**config.mk**
```make
export PLATFORM = sky130hd
export DESIGN_NAME = mem_access_unit
export DESIGN_NICKNAME = d
export VERILOG_FILES = /design/src/rtl/mem_access_unit_pkg.sv /design/src/rtl/mem_access_unit_load_align.sv /design/src/rtl/mem_access_unit.sv
export SDC_FILE = /design/constraint.sdc
export NUM_CORES = 1
export LEC_CHECK = 0
export ABC_AREA = 1
export BUFFER_PORTS_ARGS = -buffer_cell sky130_fd_sc_hd__buf_2
export CORE_MARGIN = 2
export CORE_UTILIZATION = 60
export DETAILED_ROUTE_END_ITERATION = 12
export GPL_ROUTABILITY_DRIVEN = 0
export HOLD_SLACK_MARGIN = 0.1
export PLACE_DENSITY = 0.86
export SETUP_SLACK_MARGIN = 0.3
export SYNTH_ARGS = -nofsm -noshare
export SYNTH_HDL_FRONTEND = slang
export SYNTH_SLANG_ARGS = --single-unit
```
**constraint.sdc**
```tcl
create_clock -name clk -period 4.9 [get_ports clk]
set_input_delay 0.735 -clock clk [delete_from_list [all_inputs] [get_ports clk]]
set_output_delay 0.735 -clock clk [all_outputs]
set_load 0.005 [all_outputs]
```
**src/rtl/mem_access_unit_pkg.sv**
```systemverilog
// Shared definitions for the memory access unit: op codes, control flag
// values, access sizes and the op decoder used by the top level.
package mem_access_unit_pkg;

  localparam logic [5:0] OP_LB      = 6'h20;
  localparam logic [5:0] OP_LH      = 6'h21;
  localparam logic [5:0] OP_LW      = 6'h23;
  localparam logic [5:0] OP_LBU     = 6'h24;
  localparam logic [5:0] OP_LHU     = 6'h25;
  localparam logic [5:0] OP_SB      = 6'h28;
  localparam logic [5:0] OP_SH      = 6'h29;
  localparam logic [5:0] OP_SW      = 6'h2B;
  localparam logic [5:0] OP_LL      = 6'h30;
  localparam logic [5:0] OP_SC      = 6'h38;
  localparam logic [5:0] OP_SYSCALL = 6'h3C;
  localparam logic [5:0] OP_ERET    = 6'h3D;

  localparam logic RstEnable = 1'b1;
  localparam logic RamWrite  = 1'b1;
  localparam logic RamEnable = 1'b1;
  localparam logic SetFlag   = 1'b1;
  localparam logic ClearFlag = 1'b0;

  typedef enum logic [1:0] {SZ_NONE, SZ_B, SZ_H, SZ_W} size_t;

  typedef struct packed {
    logic  mem;
    logic  load;
    logic  store;
    logic  sext;
    logic  ll;
    logic  sc;
    logic  clr;
    size_t size;
  } dec_t;

  function automatic dec_t decode(input logic [5:0] op);
    dec_t d;
    d = '0;
    case (op)
      OP_LB:   begin d.mem = 1'b1; d.load = 1'b1; d.sext = 1'b1; d.size = SZ_B; end
      OP_LBU:  begin d.mem = 1'b1; d.load = 1'b1; d.size = SZ_B; end
      OP_LH:   begin d.mem = 1'b1; d.load = 1'b1; d.sext = 1'b1; d.size = SZ_H; end
      OP_LHU:  begin d.mem = 1'b1; d.load = 1'b1; d.size = SZ_H; end
      OP_LW:   begin d.mem = 1'b1; d.load = 1'b1; d.size = SZ_W; end
      OP_LL:   begin d.mem = 1'b1; d.load = 1'b1; d.ll = 1'b1; d.size = SZ_W; end
      OP_SB:   begin d.mem = 1'b1; d.store = 1'b1; d.size = SZ_B; end
      OP_SH:   begin d.mem = 1'b1; d.store = 1'b1; d.size = SZ_H; end
      OP_SW:   begin d.mem = 1'b1; d.store = 1'b1; d.size = SZ_W; end
      OP_SC:   begin d.mem = 1'b1; d.store = 1'b1; d.sc = 1'b1; d.size = SZ_W; end
      OP_SYSCALL, OP_ERET: d.clr = 1'b1;
      default: ;
    endcase
    return d;
  endfunction

endpackage

```
**src/rtl/mem_access_unit_load_align.sv**
```systemverilog
// Load lane selection with sign or zero extension of byte/half results.
module load_align
  import mem_access_unit_pkg::*;
(
  input  logic [31:0] i_rdata,
  input  logic [1:0]  i_lane,
  input  size_t       i_size,
  input  logic        i_sext,
  output logic [31:0] o_data
);

  logic [7:0]  w_b;
  logic [15:0] w_h;

  // Pick the addressed byte/half lane and extend it to 32 bits
  always_comb begin
    case (i_lane)
      2'd0:    w_b = i_rdata[7:0];
      2'd1:    w_b = i_rdata[15:8];
      2'd2:    w_b = i_rdata[23:16];
      default: w_b = i_rdata[31:24];
    endcase
    w_h = i_lane[1] ? i_rdata[31:16] : i_rdata[15:0];
    case (i_size)
      SZ_B:    o_data = {{24{i_sext & w_b[7]}}, w_b};
      SZ_H:    o_data = {{16{i_sext & w_h[15]}}, w_h};
      default: o_data = i_rdata;
    endcase
  end

endmodule

```
**src/rtl/mem_access_unit.sv**
```systemverilog
// Memory access stage: issues load/store requests, aligns load data,
// tracks the LL/SC link flag and raises alignment/bus-error pulses.
module mem_access_unit
  import mem_access_unit_pkg::*;
#(
  parameter int unsigned AW  = 32,
  parameter int unsigned TMO = 255
) (
  input  logic          clk,
  input  logic          rst,
  input  logic          in_valid,
  input  logic [5:0]    op,
  input  logic [AW-1:0] mem_addr_i,
  input  logic [31:0]   mem_data,
  input  logic [31:0]   regc_data,
  input  logic [4:0]    regc_addr,
  input  logic          regc_wr,
  input  logic          flush,
  output logic          mem_req,
  output logic          mem_we,
  output logic [3:0]    mem_be,
  output logic [AW-1:0] mem_addr,
  output logic [31:0]   mem_wdata,
  input  logic          mem_ack,
  input  logic [31:0]   mem_rdata,
  output logic          stall,
  output logic          out_valid,
  output logic [4:0]    reg_addr,
  output logic          reg_wr,
  output logic [31:0]   reg_data,
  output logic          excp_align,
  output logic          excp_bus,
  output logic          llbit
);

  typedef enum logic {S_IDLE, S_REQ} state_t;

  state_t        r_state;
  logic [31:0]   r_cnt;
  logic          r_load, r_store, r_sext, r_ll, r_sc;
  size_t         r_size;
  logic [4:0]    r_regc_addr;
  logic          r_regc_wr;
  logic          r_flushed;
  logic [AW-1:2] r_link;

  dec_t        w_dec;
  logic        w_misalign;
  logic        w_sc_ok;
  logic        w_link_hit;
  logic        w_kill;
  logic [3:0]  w_be;
  logic [31:0] w_wdata;
  logic [31:0] w_load;

  assign w_dec      = decode(op);
  assign stall      = (r_state == S_REQ);
  assign w_sc_ok    = llbit && (mem_addr_i[AW-1:2] == r_link);
  assign w_link_hit = (mem_addr[AW-1:2] == r_link);
  assign w_kill     = r_flushed || flush;

  // Alignment check, byte enables and lane-replicated store data
  always_comb begin
    w_misalign = 1'b0;
    w_be       = '0;
    w_wdata    = '0;
    case (w_dec.size)
      SZ_W: begin
        w_misalign = |mem_addr_i[1:0];
        w_be       = 4'b1111;
        w_wdata    = mem_data;
      end
      SZ_H: begin
        w_misalign = mem_addr_i[0];
        w_be       = 4'b0011 << {mem_addr_i[1], 1'b0};
        w_wdata    = {2{mem_data[15:0]}};
      end
      SZ_B: begin
        w_be       = 4'b0001 << mem_addr_i[1:0];
        w_wdata    = {4{mem_data[7:0]}};
      end
      default: ;
    endcase
  end

  load_align u_load_align (
    .i_rdata (mem_rdata),
    .i_lane  (mem_addr[1:0]),
    .i_size  (r_size),
    .i_sext  (r_sext),
    .o_data  (w_load)
  );

  // Request FSM with registered write-back, exception pulses and link state
  always_ff @(posedge clk) begin
    if (rst == RstEnable) begin
      r_state     <= S_IDLE;
      r_cnt       <= '0;
      r_load      <= 1'b0;
      r_store     <= 1'b0;
      r_sext      <= 1'b0;
      r_ll        <= 1'b0;
      r_sc        <= 1'b0;
      r_size      <= SZ_NONE;
      r_regc_addr <= '0;
      r_regc_wr   <= 1'b0;
      r_flushed   <= 1'b0;
      r_link      <= '0;
      llbit       <= ClearFlag;
      mem_req     <= 1'b0;
      mem_we      <= 1'b0;
      mem_be      <= '0;
      mem_addr    <= '0;
      mem_wdata   <= '0;
      out_valid   <= 1'b0;
      reg_addr    <= '0;
      reg_wr      <= 1'b0;
      reg_data    <= '0;
      excp_align  <= 1'b0;
      excp_bus    <= 1'b0;
    end else begin
      out_valid  <= 1'b0;
      excp_align <= 1'b0;
      excp_bus   <= 1'b0;
      case (r_state)
        S_IDLE: begin
          if (in_valid) begin
            reg_addr <= regc_addr;
            if (w_dec.mem && w_misalign) begin
              out_valid  <= 1'b1;
              excp_align <= 1'b1;
              reg_wr     <= 1'b0;
              reg_data   <= '0;
            end else if (w_dec.sc && !w_sc_ok) begin
              out_valid <= 1'b1;
              reg_wr    <= regc_wr;
              reg_data  <= '0;
            end else if (w_dec.mem) begin
              r_state     <= S_REQ;
              r_cnt       <= '0;
              r_load      <= w_dec.load;
              r_store     <= w_dec.store;
              r_sext      <= w_dec.sext;
              r_ll        <= w_dec.ll;
              r_sc        <= w_dec.sc;
              r_size      <= w_dec.size;
              r_regc_addr <= regc_addr;
              r_regc_wr   <= regc_wr;
              r_flushed   <= 1'b0;
              mem_req     <= RamEnable;
              mem_we      <= w_dec.store ? RamWrite : !RamWrite;
              mem_be      <= w_be;
              mem_addr    <= mem_addr_i;
              mem_wdata   <= w_wdata;
            end else if (w_dec.clr) begin
              out_valid <= 1'b1;
              reg_wr    <= 1'b0;
              reg_data  <= '0;
            end else begin
              out_valid <= 1'b1;
              reg_wr    <= regc_wr;
              reg_data  <= regc_data;
            end
          end
        end
        S_REQ: begin
          if (mem_ack) begin
            r_state   <= S_IDLE;
            mem_req   <= 1'b0;
            out_valid <= !w_kill;
            reg_addr  <= r_regc_addr;
            reg_wr    <= (r_load || r_sc) && r_regc_wr && !w_kill;
            reg_data  <= r_sc ? 32'd1 : (r_load ? w_load : '0);
            if (r_ll && !r_flushed) begin
              llbit  <= SetFlag;
              r_link <= mem_addr[AW-1:2];
            end
            if (r_store && w_link_hit)
              llbit <= ClearFlag;
          end else if (TMO != 0 && r_cnt == TMO - 1) begin
            r_state   <= S_IDLE;
            mem_req   <= 1'b0;
            excp_bus  <= 1'b1;
            out_valid <= !w_kill;
            reg_wr    <= 1'b0;
            reg_data  <= '0;
          end else begin
            r_cnt <= r_cnt + 1;
          end
          if (flush)
            r_flushed <= 1'b1;
        end
      endcase
      // Placed last so a clear always overrides an LL completion in the same cycle
      if (flush || (r_state == S_IDLE && in_valid && w_dec.clr))
        llbit <= ClearFlag;
    end
  end

endmodule

```
### Word-level counts from Yosys, hierarchy flattened

Index checks and enable logic that the tools add are counted.

* output and inout port bits: 113
* bits in registers: 189
* logic and storage cells: 175
* input port bits: 145

* bitwise operators: 6
* mux-type cells: 73
* reduce and logical (&&, ||, !) cells: 37
* shifts and indexed selects: 2
* add/sub/neg operators: 1
* eq/ne operators: 32

Operator list (count)
* 2-to-1 mux 32 bit: 15
* one-hot mux 32 bit (2 select lines): 3
* one-hot mux 32 bit (3 select lines): 1
* equality test 6 bit (second input constant): 12
* equality test 30 bit: 2
* 2-to-1 mux 1 bit: 41
* adder 32 x 1 -> 32 bit (second input constant): 1
* equality test 32 x 8 -> 1 bit (second input constant): 1
* one-hot mux 8 bit (3 select lines): 1
* 2-to-1 mux 16 bit: 1
* inequality test 2 bit (second input constant): 8
* AND reduction 5 bit: 3
* one-hot mux 1 bit (2 select lines): 6
* one-hot mux 4 bit (3 select lines): 1
* OR reduction 3 bit: 4
* 2-to-1 mux 5 bit: 2
* one-hot mux 5 bit (2 select lines): 1
* OR reduction 10 bit: 1
* logical AND 1 bit: 9
* AND reduction 3 bit: 3
* equality test 2 bit (second input constant): 4
* OR reduction 2 bit: 4
* OR reduction 4 bit: 2
* equality test 2 x 1 -> 1 bit (second input constant): 3
* 14 further kinds: 22

### Logic depth before layout (Yosys ltp)

* word-level depth: 9
* depth in mapped cells: 16
* gate-level depth less buffers: 15

### Cells and area by module

Synthesis repeated with hierarchy kept, for this count alone.

* cells, all modules: 1983
* area total of the unflattened synthesis: 11648.7 µm²

Modules (own cells, without submodules)
* mem_access_unit: cells an instance 1817, sequential area each 3763.6 µm², area an instance 10904.2 µm², times used 1
* load_align: cells an instance 166, sequential area each 0.0 µm², area an instance 744.5 µm², times used 1

### Least setup slack after synthesis

Ideal clock, no wire load.

* path kind: input to register
* start: input port op[4]
* end: register r_size[0]
* slack: 2.717 ns
* arrival: 2.071 ns
* data required time: 4.787 ns
* path buffers: 2
* stages on the path: 15
* library setup time: 0.113 ns
* path through: inv_1 > nand2_1 > inv_1 > nand3_2 > nand2_2 > nor2_4 > nand2_4 > nor2_8 > inv_2 > nand4_2 > buf_4 > buf_4 > nand2_1 > nand2_1 > nor2_1

* longest elaborated chain between the ends: 8
* elaborated cells between the ends (all ways): 25
* classes of those cells: 12 x eq/ne; 4 x mux; 2 x bitwise; 7 x reduce/logical

Ends and longest elaborated chain
* start, declared: line mem_access_unit.sv:12 `input logic [5:0] op,`
* equality test 6 bit: line mem_access_unit_pkg.sv:40 `case (op)`
* OR reduction 4 bit (no line) / OR reduction 3 bit (equally long branches)
* one-hot mux 2 bit (3 select lines): line mem_access_unit_pkg.sv:40
* equality test 2 bit: line mem_access_unit.sv:67 `case (w_dec.size)`
* one-hot mux 1 bit (2 select lines): line mem_access_unit.sv:67
* logical AND 1 bit: line mem_access_unit.sv:129 `if (w_dec.mem && w_misalign) begin`
* NOT 1 bit (no line)
* AND reduction 5 bit (no line)
* end signal, assigned: line mem_access_unit.sv:146 `r_size <= w_dec.size;`
* end, declared: line mem_access_unit.sv:41 `size_t r_size;`

Parallel ways exist; a longest one is shown, timed or not.
A chain may end at the register's enable or synchronous reset.

### Final worst setup path

* start: input port op[5]
* end: register r_ll

* longest elaborated chain between the ends: 8
* elaborated cells between the ends (all ways): 26
* classes of those cells: 12 x eq/ne; 5 x mux; 2 x bitwise; 7 x reduce/logical

Ends and longest elaborated chain
* equality test 6 bit: line mem_access_unit_pkg.sv:40
* OR reduction 4 bit (no line) / OR reduction 3 bit (equally long branches)
* one-hot mux 2 bit (3 select lines): line mem_access_unit_pkg.sv:40
* equality test 2 bit: line mem_access_unit.sv:67
* one-hot mux 1 bit (2 select lines): line mem_access_unit.sv:67
* logical AND 1 bit: line mem_access_unit.sv:129
* NOT 1 bit (no line)
* AND reduction 5 bit (no line)
* end signal, assigned: line mem_access_unit.sv:144 `r_ll <= w_dec.ll;`
* end, declared: line mem_access_unit.sv:40 `logic r_load, r_store, r_sext, r_ll, r_sc;`

Parallel ways exist; a longest one is shown, timed or not.

==> results.md <==
- Most frequent cells in the layout: nand2_1 (580), nor2_1 (378), inv_1 (263)
- PD cells: 270 nW/um^2
- Synth-to-Final Area Change: 16.2%
- Cell total after placement: 2355
- # rows: 50
- I/O pins: 258
- Final setup vio count: 0
- Largest net degree at the start of global routing: 73
- Clock Path Buffers: 2
- Worst setup EP type: flop
- Setup TNS: 0 ps
- Mapped Cells: 1946
- Vias in the first global route: 11300
- First-pass detailed-route iteration total: 7
- Worst-path clk slew: 80 ps
- First-pass GRT wire length: 52400 um
- Post-CTS Setup Bufs: 0
- Max-cap violations: 0
- Startpoint class of the critical path: input port
- Vias after detailed routing: 12600
- Core area: 18800 um^2
- Grt total ovfl: 0
- Max stage delay on crit path: 630 ps
- CP dominant cell by count: nand2_1
- Critical-path cell list: buf_2 -> nand2_1 -> inv_1 -> nand3_2 -> nand4_4 -> nand2_1 -> nand2_1 -> inv_2 -> nand4_4 -> buf_4 -> nor2_1 -> nor2_1
- Die Width: 143 um
- Most common cell after layout, fill and taps aside: nand2_1
- Port bufs: 257
- Fin crit share: 0.664
- Die height: 143 um
- Async set or reset register ratio after synthesis: 0
- # H-tree levels: 4
- TritonCTS clock tree: built
- Number of fill cells: 1703
- Fin. max-slew vios: 0
- Hpwl dp: 23500 um
- Arr. time, crit path: 3590 ps
- Clk sinks: 188
- Routed len/inst: 13.7 um
- Peak VDD IR: 0.238 mV
- Design area: 13400 um^2
- CTS Hold Bufs: 0
- Number of synthesized register bits: 188
- 1st-iter DRT viols: 1070
- RSZ-0062 raised after global routing: no
- ANT nets after route: 0
- Hold Crit Class: reg2reg
- TritonCTS Buffers: 17
- Endpoints failing hold: 0
- Vias per std cell: 5.28
- Post-synth EDFFs: 0
- Final Power: 0.00361 W
- CP required: 5240 ps
- Initial antenna violation count: 7
- Max Clock Skew: 13.5 ps
- Syn Area/Cell: 5.92 um^2
- Crit Path Max Fanout: 37
- Tot GR Track Use: 0.317
- Status: complete, no violations
- Synthesized area: 11500 um^2
- Cell Count, Final, Fillers Out: 2393
- WL final: 32800 um
- Critical path's slowest cell: nand4_4
- Clock period minus worst slack: 3260 ps
- DRC: 0
- Synth Net Count: 2095
- CP Class: in2reg
- Starting Density: 0.613
- CTS resizes: 0
- Die ar.: 20300 um^2
- YS warnings: 0
- Root Buffer: clkbuf_16
- Sequential-to-total area share from yosys stat: 0.327
- Placed inst area: 12800 um^2
- Netlist cell types: 37
- Actual slew at the worst max-slew pin: 938 ps
- Peak Freq: 0.307 GHz
- Synth Flop Type: dfxtp_1
- Fraction of layout cells with a size suffix above 1: 0.162
- Fin nets: 2289
- Worst slew margin: 0.374
- Pleak: 6.89 nW
- Clock latency at the later pin of the worst-skew pair: 450 ps
-- worst paths after layout --
check	startpoint	depth (start not counted)	slack, ps	end
max	op[5]	12	1640	r_ll$_SDFFE_PP0P_
min	r_regc_addr[1]$_SDFFE_PP0P_	2	480	reg_addr[1]$_SDFFE_PP0P_
min reg2reg	r_regc_addr[1]$_SDFFE_PP0P_	2	480	reg_addr[1]$_SDFFE_PP0P_
max reg2reg	stall$_SDFF_PP0_	8	1870	r_cnt[0]$_SDFFE_PP0P_
-- area by class of cell --
class	instances	area, um^2	area share
Multi-Input combinational cell	1375	6240	0.467
Clock buffer	17	425	0.0318
Inverter	287	1080	0.0807
Sequential cell	188	3760	0.281
Antenna cell	6	15.0	0.00112
Tap cell	234	293	0.0219
Clock inverter	15	153	0.0114
Timing Repair Buffer	271	1400	0.105
-- Yosys cell counts, types with 2 or more instances --
library cell	number	share of area
a21oi_1	83	0.036
a31oi_1	5	0.0027
buf_1	6	0.0020
buf_2	15	0.0065
buf_4	16	0.010
buf_6	2	0.0020
clkbuf_1	57	0.019
dfxtp_1	188	0.33
ha_1	4	0.0043
inv_1	265	0.086
inv_2	22	0.0072
nand2_1	580	0.19
nand2_2	2	0.0011
nand2_4	2	0.0020
nand3_1	65	0.028
nand3_2	6	0.0052
nand4_1	40	0.022
nor2_1	378	0.12
nor2_2	3	0.0016
nor3_1	13	0.0057
o211ai_1	27	0.018
o21ai_0	74	0.032
o21bai_1	29	0.019
o221ai_1	4	0.0030
o22ai_1	3	0.0016
xnor2_1	21	0.016
xor2_1	26	0.020
-- worst max-delay path, delay by kind of cell --
| kind | cells | cell delay [ps] |
|---|---|---|
| AND/OR/NAND/NOR | 8 | 1630 |
| buffers and inverters | 4 | 1190 |
-- power by group --
part | internal [W] | switching, W
Clock | 0.000682 | 0.000689
Combinational | 0.000227 | 0.000372
Sequential | 0.00160 | 0.0000452
-- metal layers --
layer / share of wire / GRT usage
met1: 0.42 / 0.419
met2: 0.46 / 0.507
met3: 0.094 / 0.0710
met5: 0 / 0
met4: 0.026 / 0.117
-- sequential cells by signal, summed over array words and instances, names as in the netlist, 2 cells and up --
register	cells
mem_wdata	32
reg_addr	5
r_cnt	32
mem_be	4
r_regc_addr	5
r_link	30
r_size	2
mem_addr	32
reg_data	32
-- through the flow --
step	setup WS, ps	hold slack [ps]	utilization
finish	1640	483	0.712
floorplan	2720	458	-
CTS	1690	488	0.712
global placement	1320	455	0.681
detailed placement	1220	477	0.681
global route	1340	505	0.712
-- cell families (layout without fill, tap and decap cells) --
family | count (synthesis) | count (layout) | share of synthesized area
xor gates and xnor gates | 47 | 47 | 0.0358
other | 0 | 6 | 0
muxes | 1 | 1 | 0.000870
DFF | 188 | 188 | 0.327
and+or+nand+nor | 1096 | 1096 | 0.385
adders and majority gates | 4 | 4 | 0.00435
AOI/OAI and AO/OA | 227 | 227 | 0.114
buffers and inverters | 383 | 590 | 0.133
Power figures use the tool's default switching activity.
